File: src/rtl/edge_frame_ctrl.sv
// -----------------------------------------------------------------------------
// edge_frame_ctrl
//
// Frame sequencer placed between a host and the edgedetect pipeline
// (gray FIFO in, sobel/image FIFO out). One start admits exactly one frame of
// IMG_WIDTH*IMG_HEIGHT pixels into the pipeline. Host reads are gated until the
// same number of result pixels has been drained. A one-cycle done pulse then
// marks the frame as complete. A watchdog aborts a frame when no transfer
// happens in either direction for TIMEOUT_CYCLES consecutive busy cycles.
//
// The edgedetect block produces exactly one output pixel per input pixel, so
// matching the input and output counts is enough to know the frame is drained.
//
// Ports
//   clock       in   1      single clock, rising edge
//   reset       in   1      asynchronous, active-low
//   start       in   1      begin a frame (sampled only while idle)
//   host_wr_en  in   1      host pixel write request
//   host_full   out  1      host must not write
//   pipe_wr_en  out  1      to edgedetect gray_wr_en
//   pipe_full   in   1      from edgedetect gray_full
//   host_rd_en  in   1      host result read request
//   host_empty  out  1      no result readable
//   pipe_rd_en  out  1      to edgedetect img_rd_en
//   pipe_empty  in   1      from edgedetect img_empty
//   busy        out  1      frame in progress (loading or draining)
//   done        out  1      one-cycle pulse, frame complete
//   timeout     out  1      sticky watchdog flag, cleared by an accepted start
//   in_count    out  CNT_W  pixels accepted this frame
//   out_count   out  CNT_W  pixels delivered this frame
//
// All handshake outputs are combinational pass-through with zero latency.
// State, counters and flags update on the following rising edge.
// -----------------------------------------------------------------------------
module edge_frame_ctrl #(
   parameter  int IMG_WIDTH      = 720,
   parameter  int IMG_HEIGHT     = 540,
   parameter  int TIMEOUT_CYCLES = 65536,
   localparam int FRAME_PIXELS   = IMG_WIDTH * IMG_HEIGHT,
   localparam int CNT_W          = $clog2(FRAME_PIXELS + 1)
) (
   input  logic             clock,
   input  logic             reset,
   input  logic             start,
   input  logic             host_wr_en,
   output logic             host_full,
   output logic             pipe_wr_en,
   input  logic             pipe_full,
   input  logic             host_rd_en,
   output logic             host_empty,
   output logic             pipe_rd_en,
   input  logic             pipe_empty,
   output logic             busy,
   output logic             done,
   output logic             timeout,
   output logic [CNT_W-1:0] in_count,
   output logic [CNT_W-1:0] out_count
);

   // ---------------------------------------------------------------------------
   // Constants
   // ---------------------------------------------------------------------------
   localparam int WDOG_W = (TIMEOUT_CYCLES > 1) ? $clog2(TIMEOUT_CYCLES) : 1;

   localparam logic [CNT_W-1:0]  FRAME_CNT = CNT_W'(FRAME_PIXELS);
   localparam logic [WDOG_W-1:0] WDOG_LAST = WDOG_W'(TIMEOUT_CYCLES - 1);

   localparam logic [1:0] ST_IDLE  = 2'd0;
   localparam logic [1:0] ST_LOAD  = 2'd1;
   localparam logic [1:0] ST_DRAIN = 2'd2;
   localparam logic [1:0] ST_DONE  = 2'd3;

   // ---------------------------------------------------------------------------
   // State and next-state signals
   // ---------------------------------------------------------------------------
   logic [1:0]        state;
   logic [1:0]        state_nxt;
   logic [WDOG_W-1:0] wdog;
   logic [WDOG_W-1:0] wdog_nxt;
   logic              timeout_nxt;
   logic [CNT_W-1:0]  in_count_nxt;
   logic [CNT_W-1:0]  out_count_nxt;

   logic              in_ok;
   logic              out_ok;
   logic              xfer;
   logic [CNT_W-1:0]  in_step;
   logic [CNT_W-1:0]  out_step;

   // ---------------------------------------------------------------------------
   // Handshake gating (combinational)
   // ---------------------------------------------------------------------------
   // Input side is open only while loading and the frame is not yet full.
   // The output side stays open through LOAD as well as DRAIN, so results can
   // be read while the rest of the frame is still being written.
   assign in_ok  = (state == ST_LOAD) && (in_count < FRAME_CNT);
   assign out_ok = ((state == ST_LOAD) || (state == ST_DRAIN)) &&
                   (out_count < FRAME_CNT);

   assign host_full  = ~in_ok  | pipe_full;
   assign host_empty = ~out_ok | pipe_empty;
   assign pipe_wr_en = host_wr_en & ~host_full;
   assign pipe_rd_en = host_rd_en & ~host_empty;

   assign busy = (state == ST_LOAD) || (state == ST_DRAIN);
   assign done = (state == ST_DONE);
   assign xfer = pipe_wr_en | pipe_rd_en;

   // Counter values after this cycle's accepted transfers; both may step at once.
   assign in_step  = in_count  + CNT_W'(pipe_wr_en);
   assign out_step = out_count + CNT_W'(pipe_rd_en);

   // ---------------------------------------------------------------------------
   // Next-state logic
   // ---------------------------------------------------------------------------
   always_comb begin
      // NOTE: every signal written here gets a default first, so no path can
      // leave one unassigned and infer a latch.
      state_nxt     = state;
      wdog_nxt      = wdog;
      timeout_nxt   = timeout;
      in_count_nxt  = in_step;
      out_count_nxt = out_step;

      case (state)
         ST_IDLE: begin
            if (start) begin
               state_nxt     = ST_LOAD;
               in_count_nxt  = '0;
               out_count_nxt = '0;
               wdog_nxt      = '0;
               timeout_nxt   = 1'b0;
            end
         end

         ST_LOAD: begin
            // The last input pixel can coincide with the last output pixel;
            // in that case DRAIN has nothing left to do and is skipped.
            if (in_step == FRAME_CNT) begin
               state_nxt = (out_step == FRAME_CNT) ? ST_DONE : ST_DRAIN;
            end
         end

         ST_DRAIN: begin
            if (out_step == FRAME_CNT) begin
               state_nxt = ST_DONE;
            end
         end

         ST_DONE: begin
            state_nxt = ST_IDLE;
         end

         default: begin
            state_nxt = ST_IDLE;
         end
      endcase

      // Watchdog: counts consecutive busy cycles without any transfer. When it
      // expires the frame is abandoned with no done pulse. Counters are left
      // untouched so the stall point can be inspected.
      if (busy) begin
         if (xfer) begin
            wdog_nxt = '0;
         end else if (wdog == WDOG_LAST) begin
            timeout_nxt = 1'b1;
            state_nxt   = ST_IDLE;
         end else begin
            wdog_nxt = wdog + WDOG_W'(1);
         end
      end
   end

   // ---------------------------------------------------------------------------
   // Registers
   // ---------------------------------------------------------------------------
   always_ff @(posedge clock or negedge reset) begin
      if (!reset) begin
         state     <= ST_IDLE;
         wdog      <= '0;
         timeout   <= 1'b0;
         in_count  <= '0;
         out_count <= '0;
      end else begin
         // NOTE: non-blocking assignments keep every register sampling the
         // values from before this edge, independent of statement order.
         state     <= state_nxt;
         wdog      <= wdog_nxt;
         timeout   <= timeout_nxt;
         in_count  <= in_count_nxt;
         out_count <= out_count_nxt;
      end
   end

endmodule

File: config.mk
export PLATFORM = sky130hd
export DESIGN_NAME = edge_frame_ctrl
export DESIGN_NICKNAME = d
export VERILOG_FILES = /design/src/rtl/edge_frame_ctrl.sv
export SDC_FILE = /design/constraint.sdc
export NUM_CORES = 1
export LEC_CHECK = 0
export CORE_UTILIZATION = 35
export CTS_CLUSTER_DIAMETER = 50
export DETAILED_ROUTE_END_ITERATION = 10
export PLACE_DENSITY_LB_ADDON = 0.2
export SYNTH_ARGS = -nofsm -noshare
export SYNTH_HDL_FRONTEND = slang
export SYNTH_SLANG_ARGS = --single-unit
export TNS_END_PERCENT = 5
File: constraint.sdc
create_clock -name clock -period 2.88 [get_ports clock]
set_input_delay 0.576 -clock clock [delete_from_list [all_inputs] [get_ports clock]]
set_output_delay 0.576 -clock clock [all_outputs]
set_load 0.1 [all_outputs]
==> out/metrics.cfg <==
[floorplan]
die_area_um2=10900
initial_core_util=0.368
core-area_um2=9950
fp.dieH_um=104
rows=36
io_pins=52
die_width_um=104

[global_route]
grt_pass1_vias=3304
grt_pass1_wl_um=16700
grt_usage=0.192
overflow=0
grt_max_degree=36
antenna_found_initial=0

[setup_path]
reg2reg_depth=14
r2r-start=state[1]
arrival_ns=3.05
reg2reg_slack_ns=0.04
worstPathRequired_ns=3.09
r2r-end=state[0]
cp-end-kind=flop
critPathKind=flop to flop
critPathLaunchType=flop
path_max_fanout=6

[power]
p_switching_w=0.000829
ir_worst_vdd_v=0.000282
p_int_w=0.00142
share_comb_of_total_power=0.305
p_clk_frac=0.296
p_leak_nw=2.16
pwr-share-seq=0.399
p_sw_frac=0.369
power_density_nw_per_um2=436

[route]
routed.top_layer=met4
wl_um=10100
drtIter0Drc=169
dr.pass1.iters=4
num_vias=3528
wl_met2_um=4900
route.met3.wl_um=306
drc_errors=0
wl_per_cell_um=15.2
drt-met1-wl_um=4830
vias_per_cell=5.32
detail-route-antenna-nets=0

[yosys]
yosysWarningCount=0
ys_types=61
synth-seq-cells=57
synth_nets=433
async_flop_share=1.00
syn_inst=416
syn_area_um2=3660
yosysSeqAreaShare=0.389
synth.avg_cell_area_um2=8.80
synthFlopType=dfrtp_1
synth-edff-count=0

[timing]
finalHoldViolCount=0
relSlewSlack=0.360
period_share=0.986
worst_pin_slew_ns=0.957
max_freq_mhz=352
whs_ns=0.241
grt_setup_unrepaired=true
finalClockSkew_ns=0.0101
fin_crit_ns=2.84
final-setup-viol-count=0
maxSlewViolCount=0

[layout]
final_cells=663
area_growth_pct=40.8
nFillCells=949
diodes=0
layout-drive-gt1-share=0.385
num-nets-final=542
final_common_cell=buf_4
multiInputGateArea_um2=2370
mostFrequentLayoutCells=buf_4 (106), nor2_1 (50), nand2_1 (40)
fin_util=0.518
regArea_um2=1460

[clocking]
clock-sinks=57
clk_pin_slew_ns=0.07
hold_buffers=0
clk_latency_ns=0.33
numCtsBuffers=9
clockBufferDepth=2
cts_tree=yes
htree_levels=3
cts_root_buffer=clkbuf_8

[run_status]
status=complete, no violations

[hold_path]
hp-class=input pin to asynchronous set/reset pin

[flow_run]
cap_violations=0

[place]
post-dp-hpwl_um=7360
place_congestion=0.800
dpl.cell_count=645
port_buffers=51

## how the worst max path moves through the flow
| stage | startpoint | end | slack (ns) |
|---|---|---|---|
| 2_1_floorplan | in_count[13] | state[0] | -0.94 |
| 3_3_place_gp | pipe_full | state[0] | -0.31 |
| 3_5_place_dp | pipe_full | state[1] | -0.31 |
| 4_1_cts | in_count[13] | state[0] | -0.02 |
| 5_1_grt | state[1] | state[0] | -0.11 |
| 6_report | state[1] | state[0] | 0.04 |
## power by group through the flow
stage	Clock (W)	Sequential [W]	Combinational, W
6_report	0.000666	0.000896	0.000685
5_1_grt	0.000723	0.000901	0.000741
4_1_cts	0.000692	0.000895	0.000682
3_5_place_dp	0	0.000909	0.000674
3_3_place_gp	0	0.000908	0.000662
2_1_floorplan	0	0.000937	0.000430
## cells in the mapped netlist (all sizes together), types with 2 or more instances
cell type | count | area (µm²)
nor4bb | 2 | 20.0
nand2b | 2 | 12.5
and3 | 8 | 52.6
o21a | 4 | 30.0
a22o | 10 | 87.6
buf | 3 | 13.8
o32ai | 2 | 17.5
and4 | 5 | 43.8
nor3b | 4 | 30.0
o31ai | 5 | 51.3
nand3b | 2 | 15.0
ha | 10 | 125
xnor2 | 13 | 114
o21ai | 24 | 120
a31o | 2 | 17.5
clkbuf | 16 | 62.6
a211oi | 2 | 15.0
nand4 | 14 | 103
xor2 | 17 | 149
nor4 | 7 | 62.6
o211ai | 2 | 15.0
or3 | 7 | 48.8
and3b | 2 | 17.5
nand2 | 42 | 160
mux2 | 2 | 22.5
o2111ai | 4 | 35.0
nor2b | 4 | 25.0
nor3 | 8 | 45.0
nor2 | 52 | 211
nand4b | 4 | 35.0
dfrtp | 57 | 1430
a21oi | 19 | 95.1
a21o | 4 | 30.0
and2 | 11 | 68.8
or2 | 2 | 12.5
a31oi | 3 | 18.8
nor4b | 2 | 17.5
inv | 6 | 22.5
nand3 | 23 | 125
## worst max-delay path: stages, from the launching register on
cell and delay, ns:
dfrtp_1 0.39, inv_2 0.10, ha_2 0.20, nor2b_2 0.20, o2111ai_4 0.15, clkinvlp_4 0.13
ha_4 0.15, ha_4 0.16, and2_4 0.18, and4_1 0.28, nand4b_1 0.14, a21oi_1 0.16
nand4_1 0.14, o31ai_2 0.24, a21oi_2 0.09
## layer usage
layer / up-vias / GRT usage
met4: 0 / 0.0592
met5: - / 0
li1: 1738 / -
met1: 1724 / 0.260
met2: 59 / 0.312
met3: 7 / 0.0313
## repair_timing
item,in CTS,in global routing
resized for setup,7,12
setup endpoints to repair,2,4
buffers inserted,1,1
pin swaps,1,7
## layout make-up
class / instances / area share
timing repair buffer: 117 / 0.184
sequential: 57 / 0.284
tap: 133 / 0.0323
clock inverter: 5 / 0.00631
clock buffer: 11 / 0.0274
inverter: 6 / 0.00582
multi-input combinational: 334 / 0.460
## flip-flops by register name, summed over array words and instances (netlist names)
| signal | count |
|---|---|
| in_count | 19 |
| out_count | 19 |
| wdog | 16 |
| state | 2 |
| timeout | 1 |
## cells by family after synthesis
| family | after synthesis | share of synthesized area |
|---|---|---|
| AO/OA/AOI/OAI | 89 | 0.164 |
| XOR/XNOR | 30 | 0.0717 |
| adder cells (fa/ha/maj) | 10 | 0.0342 |
| buffers and inverters | 25 | 0.0270 |
| flip-flops | 57 | 0.389 |
| multiplexers | 3 | 0.00888 |
| AND/OR/NAND/NOR | 202 | 0.305 |
## through the flow
step | cell area [µm²] | setup TNS [ns] | total power, W | worst slack, ns
after floorplan | 3880 | -9.86 | 0.00137 | -0.943
after global placement | 4880 | -0.670 | 0.00157 | -0.311
after detailed placement | 4880 | -0.890 | 0.00158 | -0.314
after global routing | 5160 | -0.210 | 0.00237 | -0.110
final | 5160 | 0 | 0.00225 | 0.0403
after CTS | 5090 | -0.0212 | 0.00227 | -0.0212
(Power assumes the default switching activity.)
